**src/rtl/wbr_input_cells.sv**
```systemverilog
// -----------------------------------------------------------------------------
// wbr_input_cells
// -----------------------------------------------------------------------------
// Wrapper boundary register cells for the input side of a wrapped core.
// The cells sit between the chip-level functional inputs (Din) and the core
// inputs (CoreIn). They provide:
//   - a serial scan segment from WPSI to WPSO (LSB exits first),
//   - parallel capture of Din into the shift stage,
//   - an update stage that drives the core while in INTEST,
//   - a shift-length counter whose shift_done pulse tells the wrapper
//     controller that a full WIDTH-bit segment has been shifted.
// In functional and EXTEST modes (intest_en=0) CoreIn is Din combinationally.
//
// Optional feature macro: WBR_SAFE_VALUE_EN
//   Defined     : adds parameter SAFE_VALUE; ur resets to SAFE_VALUE, and
//                 CoreIn is forced to SAFE_VALUE while hold_inputs=1 and
//                 intest_en=1 (ur stays frozen underneath).
//   Not defined : ur resets to 0; hold_inputs only freezes ur.
//
// Ports:
//   CLK            in   1      wrapper clock, rising edge
//   resetn         in   1      asynchronous active-low reset
//   WPSI           in   1      scan serial input (enters sr MSB)
//   wse_inputs     in   1      shift enable
//   capture_inputs in   1      capture Din into sr
//   update_inputs  in   1      load ur from sr
//   hold_inputs    in   1      freeze ur (blocks update_inputs)
//   intest_en      in   1      1: CoreIn from ur, 0: CoreIn = Din
//   Din            in   WIDTH  functional inputs
//   CoreIn         out  WIDTH  inputs to the wrapped core
//   WPSO           out  1      scan serial output (sr[0])
//   shift_done     out  1      one-cycle pulse after WIDTH shifts
// -----------------------------------------------------------------------------
module wbr_input_cells #(
   parameter int unsigned WIDTH = 8,
   parameter int unsigned CNT_W = $clog2(WIDTH)
`ifdef WBR_SAFE_VALUE_EN
   ,
   parameter logic [WIDTH-1:0] SAFE_VALUE = '0
`endif
) (
   input  logic             CLK,
   input  logic             resetn,
   input  logic             WPSI,
   input  logic             wse_inputs,
   input  logic             capture_inputs,
   input  logic             update_inputs,
   input  logic             hold_inputs,
   input  logic             intest_en,
   input  logic [WIDTH-1:0] Din,
   output logic [WIDTH-1:0] CoreIn,
   output logic             WPSO,
   output logic             shift_done
);

`ifdef WBR_SAFE_VALUE_EN
   localparam logic [WIDTH-1:0] UR_RESET = SAFE_VALUE;
`else
   localparam logic [WIDTH-1:0] UR_RESET = '0;
`endif

   localparam logic [CNT_W-1:0] CNT_LAST = CNT_W'(WIDTH - 1);

   logic [WIDTH-1:0] r_sr;
   logic [WIDTH-1:0] r_ur;
   logic [CNT_W-1:0] r_cnt;
   logic             r_shift_done;

   logic [WIDTH-1:0] w_sr_d;
   logic [WIDTH-1:0] w_ur_d;
   logic [CNT_W-1:0] w_cnt_d;
   logic             w_shift_done_d;

   // Shift stage: shift beats capture, otherwise hold.
   always_comb begin
      w_sr_d = r_sr;
      if (wse_inputs) begin
         w_sr_d = {WPSI, r_sr[WIDTH-1:1]};
      end else if (capture_inputs) begin
         w_sr_d = Din;
      end
   end

   // Update stage: a shift in progress or a hold suppresses the update.
   // When update and capture coincide, ur takes the pre-edge sr.
   always_comb begin
      w_ur_d = r_ur;
      if (update_inputs && !wse_inputs && !hold_inputs) begin
         w_ur_d = r_sr;
      end
   end

   // Shift counter: wraps after WIDTH shifts and flags completion for the
   // following cycle; a capture starts a fresh segment.
   always_comb begin
      w_cnt_d        = r_cnt;
      w_shift_done_d = 1'b0;
      if (wse_inputs) begin
         if (r_cnt == CNT_LAST) begin
            w_cnt_d        = '0;
            w_shift_done_d = 1'b1;
         end else begin
            w_cnt_d = r_cnt + 1'b1;
         end
      end else if (capture_inputs) begin
         w_cnt_d = '0;
      end
   end

   always_ff @(posedge CLK or negedge resetn) begin
      if (!resetn) begin
         r_sr         <= '0;
         r_ur         <= UR_RESET;
         r_cnt        <= '0;
         r_shift_done <= 1'b0;
      end else begin
         r_sr         <= w_sr_d;
         r_ur         <= w_ur_d;
         r_cnt        <= w_cnt_d;
         r_shift_done <= w_shift_done_d;
      end
   end

   // Core input mux: no register in the functional path.
   always_comb begin
`ifdef WBR_SAFE_VALUE_EN
      if (!intest_en) begin
         CoreIn = Din;
      end else if (hold_inputs) begin
         CoreIn = SAFE_VALUE;
      end else begin
         CoreIn = r_ur;
      end
`else
      CoreIn = intest_en ? r_ur : Din;
`endif
   end

   assign WPSO       = r_sr[0];
   assign shift_done = r_shift_done;

endmodule

```
**config.mk**
```make
export PLATFORM = sky130hd
export DESIGN_NAME = wbr_input_cells
export DESIGN_NICKNAME = d
export VERILOG_FILES = /design/src/rtl/wbr_input_cells.sv
export SDC_FILE = /design/constraint.sdc
export NUM_CORES = 1
export LEC_CHECK = 0
export BUFFER_PORTS_ARGS = -buffer_cell sky130_fd_sc_hd__buf_2
export CORE_UTILIZATION = 40
export DETAILED_ROUTE_END_ITERATION = 8
export SETUP_SLACK_MARGIN = 0.15
export SYNTH_ARGS = -nofsm -noshare
export SYNTH_HDL_FRONTEND = slang
export SYNTH_SLANG_ARGS = --single-unit
```
**constraint.sdc**
```tcl
create_clock -name CLK -period 2.39 [get_ports CLK]
set_clock_uncertainty 0.1 [all_clocks]
set_input_delay 0.1195 -clock CLK [delete_from_list [all_inputs] [get_ports CLK]]
set_output_delay 0.1195 -clock CLK [all_outputs]
set_load 0.005 [all_outputs]
```
==> results.toml, run 1 <==
[placed_design]
place.detailed.hpwl_mm = 1.17
numPlacedInstances = 123
dpl-instance-area_mm2 = 0.00108
number_of_i_o_port_buffers = 25
globalplace.congestion = 0.690

[worst_setup_path]
rr_worst_depth = 3
worstSetupStartpointType = "flop"
cp_data_arrival_time_ns = 1.40
timing.critical_path.to_type = "flop"
cp_max_fo = 3
critical_path_required_ns = 2.48
path_class = "flop to flop"
register_to_register_setup_slack_ns = 1.08
rr_endpoint = "r_cnt[2]"
worstReg2RegStart = "r_cnt[0]"

[floorplan]
die_y_um = 50.4
rows = 17
initial_cell_density_of_the_core = 0.424
core-area_mm2 = 0.00221
die-area_mm2 = 0.00254
die_width_um = 50.4
top_level_ports = 26

[outcome]
result_of_the_run = "finished, final reports clean"

[final_layout]
register_area_um2 = 500
antenna-diode-count = 0
nNetsFinal = 120
final_design_area_no_fill_mm2 = 0.00114
multiInputGateArea_um2 = 420
flow.area_growth_from_synthesis_pct = 21.2
layout-drive-gt1-share = 0.455
num-fill-cells = 215
finalNonFillerCells = 129
fin_util = 0.514

[routing]
dr_total_vias = 646
detail_route.first_pass.iterations = 2
via_per_inst = 5.01
routed_wirelength_mm = 1.68
drt-wirelength-per-cell_um = 13.0
drt_iter0_drc = 4
drt_drc_violations_left = 0
final_antenna_net_count = 0

[synthesis]
yosysWarnings = 0
proportion_of_synthesized_chip_area_in_sequential_cells = 0.533
postSynthCellCount = 74
netlist_area_um2 = 938
library_cell_occupying_the_most_area_in_the_post_synthesis_netlist = "sky130_fd_sc_hd__dfrtp_1"
post_synth.cell_area_avg_um2 = 12.7
synth_compound_area_frac = 0.0693
async_flop_share = 1.00
count_leader_synth = "sky130_fd_sc_hd__dfrtp_1"
netlist_top_cells_count = "20 x sky130_fd_sc_hd__dfrtp_1, 16 x sky130_fd_sc_hd__mux2_2, 8 x sky130_fd_sc_hd__mux2i_1, 8 x sky130_fd_sc_hd__nand2_1, 8 x sky130_fd_sc_hd__o21ai_0"
syn-num-nets = 92
edff_count_synth = 0
muxShareOfSynthArea = 0.277
synthXorXnorAreaFrac = 0
synth_top_flop_cell = "sky130_fd_sc_hd__dfrtp_1"
synth_simple_gate_area_share = 0.0747
ys_seq_elements = 20
arithmetic_cell_share_of_the_synthesized_area_counting_full_adders_half_adders_and_majority_gates = 0.0267
yosys-top-cells-area = "sky130_fd_sc_hd__dfrtp_1 53%, sky130_fd_sc_hd__mux2_2 19%, sky130_fd_sc_hd__mux2i_1 8.5%"
combinational_family_with_the_most_area_after_synthesis = "multiplexers"
synthDominantCellAreaShare = 0.533
yosys.cell_types.count = 14

[clock_network]
cts_inserted_buffers = 3
clk_pin_slew_ns = 0.11
htree_levels = 1
post-cts-setup-buffers = 0
clock_tree.buffer_depth = 2
clock_tree_from_tritoncts = "yes"
clock_sinks = 20
clk-insertion-delay-late_ns = 0.29
gates_resized_cts_repair = 0
holdBufCountCts = 2
cts_root_buf = "sky130_fd_sc_hd__clkbuf_4"

[sta]
unrepaired_setup_endpoints_after_global_routing = "false"
timing.setup.tns_ns = 0
layout_min_cycle_time_ns = 1.31
transition_time_of_the_tightest_slew_check_pin_ns = 0.460
final_hold_viol_count = 0
final_number_of_setup_violating_endpoints = 0
finalCritPeriodShare = 0.550
clock.fmax_mhz = 761
timing_max_transition_violations_final = 0
relSlewSlack = 0.693

[grt]
number_of_antenna_violations_at_the_first_check_in_global_routing = 0
grt_max_degree = 24
global_route_wire_length_before_repair_mm = 2.84
grt.overflow.total = 0
grt_util_all_layers = 0.154
vias_in_the_first_global_route = 617

[min_path]
hold_path_class = "primary input to flop"
holdPathStages = 3
min_to = "r_sr[6]"
hold_start = "Din[6]"

[pwr]
peakVddDrop_mv = 0.352
power.leakage_nw = 0.570
cellPowerDensity_mw_per_mm2 = 699
power.total_mw = 0.795

[flow_run]
max_cap_violations = 0
==> how the worst max path moves through the flow <==
stage	start	end	slack (ns)	cells after the start
3_3_place_gp	wse_inputs	r_ur[5]	0.97	3
4_1_cts	r_ur[4]	CoreIn[4]	1.07	2
2_1_floorplan	r_cnt[0]	r_cnt[2]	1.14	3
3_5_place_dp	wse_inputs	r_ur[6]	0.93	3
6_report	r_cnt[0]	r_cnt[2]	1.08	3
5_1_grt	r_cnt[0]	r_cnt[2]	1.03	3
==> metal layers <==
| layer | GRT usage | vias up | routed length [um] |
|---|---|---|---|
| li1 | - | 319 | - |
| met1 | 0.214 | 306 | 869 |
| met2 | 0.236 | 19 | 718 |
| met3 | 0.0273 | 2 | 76 |
| met4 | 0.0694 | 0 | 16 |
| met5 | 0 | - | 0 |
==> worst max-delay path, stage by stage (launching register included) <==
cell and delay [ns]:
sky130_fd_sc_hd__dfrtp_1 0.41, sky130_fd_sc_hd__ha_1 0.21, sky130_fd_sc_hd__ha_1 0.27, sky130_fd_sc_hd__a22o_1 0.22
==> state kept, by name (all words and copies together), names as in the netlist <==
name / flops
r_cnt: 3
r_sr: 8
r_ur: 8
shift_done: 1
==> power breakdown <==
part	internal, mW	total [mW]	switching (mW)
logic	0.101	0.168	0.0666
clock network	0.0927	0.191	0.0986
registers	0.399	0.436	0.0363
==> cell families (layout without fill, tap and decap cells) <==
| group | Yosys count | count (layout) |
|---|---|---|
| adders and majority gates | 2 | 2 |
| AOI/OAI and AO/OA | 11 | 11 |
| DFF | 20 | 20 |
| and+or+nand+nor | 13 | 13 |
| muxes | 24 | 24 |
| buffers and inverters | 4 | 31 |
==> layout make-up <==
class,instances,area share
clock buffers,4,0.0319
multi-input cells,50,0.370
flip-flops and latches,20,0.440
well taps,28,0.0308
repair buffers,27,0.128
==> layout by cell type, fill, tap and decap left out, drive strengths merged <==
| master | instances |
|---|---|
| mux2i | 8 |
| clkbuf | 4 |
| buf | 25 |
| nor3b | 2 |
| o21ai | 8 |
| nor2 | 2 |
| dfrtp | 20 |
| a22o | 2 |
| a21o | 1 |
| ha | 2 |
| dlygate4sd3 | 2 |
| and2 | 1 |
| mux2 | 16 |
| nand2 | 8 |
==> per-stage QoR <==
step,hold WS (ns),setup WS [ns]
floorplan,-0.276,1.14
global placement,-0.0103,0.970
detailed placement,-0.00922,0.928
CTS,0.0173,1.07
global route,0.0270,1.03
finish,0.0234,1.08
Note: power is estimated with default switching activity, not from simulation.
==> run 2: changes to the inputs <==
--- a/config.mk
+++ b/config.mk
@@ -8,6 +8,7 @@
 export BUFFER_PORTS_ARGS = -buffer_cell sky130_fd_sc_hd__buf_2
 export CORE_UTILIZATION = 40
 export DETAILED_ROUTE_END_ITERATION = 8
+export PLACE_DENSITY = 0.66
 export SETUP_SLACK_MARGIN = 0.15
 export SYNTH_ARGS = -nofsm -noshare
 export SYNTH_HDL_FRONTEND = slang
==> constraint.sdc (replaced) <==
create_clock -name CLK -period 1.2 [get_ports CLK]
set_clock_uncertainty 0.1 [all_clocks]
set_input_delay 0.06 -clock CLK [delete_from_list [all_inputs] [get_ports CLK]]
set_output_delay 0.06 -clock CLK [all_outputs]
set_load 0.005 [all_outputs]
==> results.toml, run 2 (synthesis results as in run 1) <==
[outcome]
result_of_the_run = "finished, violations left"
violations = "setup timing"

[clock_network]
htree_levels = 1
clock_tree_from_tritoncts = "yes"
cts_inserted_buffers = 3
cts_root_buf = "sky130_fd_sc_hd__clkbuf_4"
clk_pin_slew_ns = 0.11
clock_tree.buffer_depth = 2
clock_sinks = 20
clk-insertion-delay-late_ns = 0.30

[worst_setup_path]
worstSetupStartpointType = "flop"
worstReg2RegStart = "r_cnt[1]"
cp_max_fo = 2
critical_path_required_ns = 1.04
timing.critical_path.to_type = "primary output"
path_class = "flop to primary output"
cp-startpoint = "r_ur[6]"
cp_data_arrival_time_ns = 1.08

[sta]
relSlewSlack = 0.703
transition_time_of_the_tightest_slew_check_pin_ns = 0.445
timing_max_transition_violations_final = 0
fin_ws_ns = -0.0374
clock.fmax_mhz = 808
final_hold_viol_count = 0
layout_min_cycle_time_ns = 1.24
unrepaired_setup_endpoints_after_global_routing = "true"
finalCritPeriodShare = 1.03
final_number_of_setup_violating_endpoints = 9

[routing]
dr_total_vias = 712
drt_iter0_drc = 6
routed_wirelength_mm = 1.90
detail_route.first_pass.iterations = 2
drt-wirelength-per-cell_um = 13.6
final_antenna_net_count = 0
via_per_inst = 5.09
drt_drc_violations_left = 0

[final_layout]
nNetsFinal = 131
reg_top3 = "r_sr: 8 flops, r_ur: 8 flops, r_cnt: 3 flops"
fin_util = 0.589
layout.cells.most_common = "sky130_fd_sc_hd__buf_2"
flow.area_growth_from_synthesis_pct = 38.8
final_cell_mix = "21 x sky130_fd_sc_hd__buf_2, 20 x sky130_fd_sc_hd__dfrtp_1, 12 x sky130_fd_sc_hd__mux2_2"
layout-drive-gt1-share = 0.482
num-fill-cells = 201
antenna-diode-count = 0
final_design_area_no_fill_mm2 = 0.00130
register_area_um2 = 500
multiInputGateArea_um2 = 463

[placed_design]
globalplace.congestion = 0.674
number_of_i_o_port_buffers = 25
place.detailed.hpwl_mm = 1.25
dpl-instance-area_mm2 = 0.00112

[min_path]
hold_path_class = "primary input to flop"
hold_start = "Din[2]"

[grt]
global_route_wire_length_before_repair_mm = 3.02
grt_max_degree = 23
vias_in_the_first_global_route = 657
grt.overflow.total = 0
grt_util_all_layers = 0.164
number_of_antenna_violations_at_the_first_check_in_global_routing = 0

[pwr]
peakVddDrop_mv = 1.00
comb_power_share = 0.262
clock_power_share = 0.223
cellPowerDensity_mw_per_mm2 = 1310
seq_power_share = 0.515
power.switching_fraction = 0.256
power.leakage_nw = 0.642
p_int_mw = 1.27
netSwitchingPower_mw = 0.437

[floorplan]
initial_cell_density_of_the_core = 0.424
core-area_mm2 = 0.00221
die_y_um = 50.4
rows = 17
die-area_mm2 = 0.00254
top_level_ports = 26
die_width_um = 50.4

[flow_run]
max_cap_violations = 0
[run 2: what timing repair did]
item,4_1_cts,5_1_grt
hold endpoints to repair,26,0
gates resized for setup,1,9
pin swaps,3,0
hold buffers,8,0
setup buffers,2,0
cloned,0,0
setup endpoints to repair,12,12
[run 2: through the flow]
stage                     cells  setup slack, ns  hold WS (ns)  power [mW]  TNS (ns)
after CTS                   140          -0.0346        0.0200        1.66    -0.251
after floorplan              74           0.0441        -0.336        1.09         0
after detailed placement    126           0.0141       -0.0675        1.23         0
after global routing        140          -0.0714        0.0272        1.80    -0.559
after global placement      126           0.0348       -0.0674        1.21         0
final                       140          -0.0374        0.0153        1.71    -0.204
[run 2: metal layers]
metal  up-vias  track usage  routed length [um]
met3         2       0.0545                  75
li1        340            -                   -
met2        16        0.280                 989
met4         0       0.0278                  10
met5         -            0                   0
met1       354        0.205                 829
[run 2: final cells by class]
type / instances / area share
Sequential cell: 20 / 0.384
Multi-Input combinational cell: 50 / 0.355
Timing Repair Buffer: 38 / 0.206
Clock buffer: 4 / 0.0279
Tap cell: 28 / 0.0269
[run 2: final timing paths]
check / slack [ns] / end / depth (start not counted)
setup / recovery: -0.04 / CoreIn[6] / 2
hold / removal: 0.02 / r_sr[2] / 3
setup reg to reg: -0.02 / r_cnt[2] / 3
hold reg to reg: 0.42 / r_ur[1] / 1
max in group asynchronous: 0.56 / r_ur[4] / 2
min in group asynchronous: 0.13 / r_cnt[0] / 2
[run 2: power by group through the flow]
| stage | Combinational, mW | Sequential, mW | Clock, mW |
|---|---|---|---|
| 2_1_floorplan | 0.228 | 0.863 | 0 |
| 3_3_place_gp | 0.338 | 0.875 | 0 |
| 3_5_place_dp | 0.350 | 0.882 | 0 |
| 4_1_cts | 0.397 | 0.874 | 0.392 |
| 5_1_grt | 0.487 | 0.894 | 0.421 |
| 6_report | 0.448 | 0.879 | 0.380 |
[run 2: worst max-delay path: stages (launching register included)]
cell                      delay (ns)
sky130_fd_sc_hd__dfrtp_1        0.40
sky130_fd_sc_hd__mux2_4         0.26
sky130_fd_sc_hd__buf_6          0.12
==> run 3: changes to the inputs <==
==> constraint.sdc (replaced) <==
create_clock -name CLK -period 1.2 [get_ports CLK]
set_clock_uncertainty 0.1 [all_clocks]
set_input_delay 0.06 -clock CLK [delete_from_list [all_inputs] [get_ports CLK]]
set_output_delay 0.06 -clock CLK [all_outputs]
set_load 0.01 [all_outputs]
==> results.toml, run 3 (synthesis results as in run 1) <==
[worst_setup_path]
rr_endpoint = "r_cnt[2]"
worstSetupStartpointType = "flop"
cp_num_buf_inv = 1
register_to_register_setup_slack_ns = -0.03
cp_max_fo = 2
timing.critical_path.to_type = "primary output"
worst_path_dominant_cell_family = "flip-flops"
worst_path_max_delay_cell = "sky130_fd_sc_hd__dfrtp_1"
path_class = "flop to primary output"
critical_path_required_ns = 1.04
worstReg2RegStart = "r_cnt[1]"
path_cells = "mux2_4 > buf_6"
timing.critical_path.slowest_cell_delay_ns = 0.40
rr_worst_depth = 3
cp_data_arrival_time_ns = 1.08
worstSetupPathDepth = 2

[min_path]
hold_path_class = "primary input to flop"
holdPathStages = 3
hold_start = "Din[2]"
min_to = "r_sr[2]"

[grt]
grt.overflow.total = 0
grt_util_all_layers = 0.168
global_route_wire_length_before_repair_mm = 3.10
vias_in_the_first_global_route = 681
number_of_antenna_violations_at_the_first_check_in_global_routing = 0
grt_max_degree = 23

[floorplan]
initial_cell_density_of_the_core = 0.424
rows = 17
top_level_ports = 26
die-area_mm2 = 0.00254
die_width_um = 50.4
die_y_um = 50.4
core-area_mm2 = 0.00221

[final_layout]
antenna-diode-count = 0
flow.area_growth_from_synthesis_pct = 42.3
nNetsFinal = 131
num-fill-cells = 202
fin_util = 0.604
reg_top3 = "r_sr: 8 flops, r_ur: 8 flops, r_cnt: 3 flops"
layout-drive-gt1-share = 0.482
layout.cells.most_common = "sky130_fd_sc_hd__dfrtp_1"
final_cell_mix = "20 x sky130_fd_sc_hd__dfrtp_1, 17 x sky130_fd_sc_hd__buf_2, 10 x sky130_fd_sc_hd__mux2_2"

[pwr]
comb_power_share = 0.287
netSwitchingPower_mw = 0.461
p_int_mw = 1.30
power.total_mw = 1.76
power.leakage_nw = 0.658
clock_power_share = 0.214
cellPowerDensity_mw_per_mm2 = 1320
seq_power_share = 0.499
peakVddDrop_mv = 0.983
power.switching_fraction = 0.261

[sta]
clock.fmax_mhz = 807
layout_min_cycle_time_ns = 1.24
finalCritPeriodShare = 1.03
fin_ws_ns = -0.0396
final_number_of_setup_violating_endpoints = 9
transition_time_of_the_tightest_slew_check_pin_ns = 0.447
relSlewSlack = 0.702
unrepaired_setup_endpoints_after_global_routing = "true"
final_hold_viol_count = 0
timing_max_transition_violations_final = 0

[outcome]
violations = "setup timing"
result_of_the_run = "finished, violations left"

[placed_design]
place.detailed.hpwl_mm = 1.25
number_of_i_o_port_buffers = 25
globalplace.congestion = 0.674
post-place-ws_ns = 0.0141

[flow_run]
max_cap_violations = 0

[routing]
dr_total_vias = 695
final_antenna_net_count = 0
via_per_inst = 4.96
drt_drc_violations_left = 0
drt-wirelength-per-cell_um = 13.9
detail_route.first_pass.iterations = 4
drt_iter0_drc = 6
routed_wirelength_mm = 1.94

[clock_network]
cts_root_buf = "sky130_fd_sc_hd__clkbuf_4"
clock_tree.buffer_depth = 2
clock_tree_from_tritoncts = "yes"
htree_levels = 1
cts_inserted_buffers = 3
clk-insertion-delay-late_ns = 0.30
clk_pin_slew_ns = 0.11
clock_sinks = 20
-- run 3: changes by cell type in the layout (fill, tap and decap cells not counted) --
cell and change:
sky130_fd_sc_hd__mux2_2 -2, sky130_fd_sc_hd__buf_6 +4, sky130_fd_sc_hd__mux2_4 +2, sky130_fd_sc_hd__buf_2 -4
-- run 3: tightest hold or removal path: cells and delay by family --
family	cells	cell delay (ns)
muxes	1	0.07
AOI/OAI and AO/OA	1	0.16
buffers and inverters	1	0.09
-- run 3: through the flow --
| stage | setup TNS (ns) | instance area (um^2) | hold WS, ns | cells |
|---|---|---|---|---|
| 2_1_floorplan | 0 | 953 | -0.336 | 74 |
| 3_3_place_gp | 0 | 1120 | -0.0674 | 126 |
| 3_5_place_dp | 0 | 1120 | -0.0675 | 126 |
| 4_1_cts | -0.311 | 1320 | 0.000239 | 139 |
| 5_1_grt | -0.599 | 1340 | 0.0264 | 140 |
| 6_report | -0.255 | 1340 | 0.0168 | 140 |
-- run 3: routing by layer --
| metal | wire, um | GRT usage |
|---|---|---|
| met5 | 0 | 0 |
| met4 | 10 | 0.0278 |
| met3 | 87 | 0.0545 |
| met2 | 999 | 0.284 |
| met1 | 840 | 0.213 |
-- run 3: worst max-delay path by stage --
stage / from / endpoint
floorplan: r_cnt[1] / r_cnt[2]
global placement: r_cnt[1] / r_cnt[2]
detailed placement: r_cnt[0] / r_cnt[2]
CTS: r_ur[6] / CoreIn[6]
global route: r_ur[2] / CoreIn[2]
finish: r_ur[6] / CoreIn[6]
-- run 3: power groups by stage --
stage,logic (mW),registers [mW],clock network [mW]
finish,0.507,0.881,0.377
global route,0.548,0.894,0.420
CTS,0.494,0.877,0.392
detailed placement,0.371,0.882,0
global placement,0.359,0.875,0
floorplan,0.248,0.865,0
-- run 3: layout make-up --
type	instances	area [um^2]	area share
flip-flops and latches	20	500	0.375
multi-input cells	50	470	0.352
repair buffers	38	293	0.219
clock buffers	4	36.3	0.0272
well taps	28	35.0	0.0262
-- run 3: what timing repair did --
| item | 4_1_cts | 5_1_grt |
|---|---|---|
| hold endpoints to repair | 25 | 1 |
| pin swaps | 3 | 0 |
| hold buffers | 7 | 1 |
| gates resized for setup | 14 | 2 |
| setup endpoints to repair | 12 | 12 |
| setup buffers | 2 | 0 |
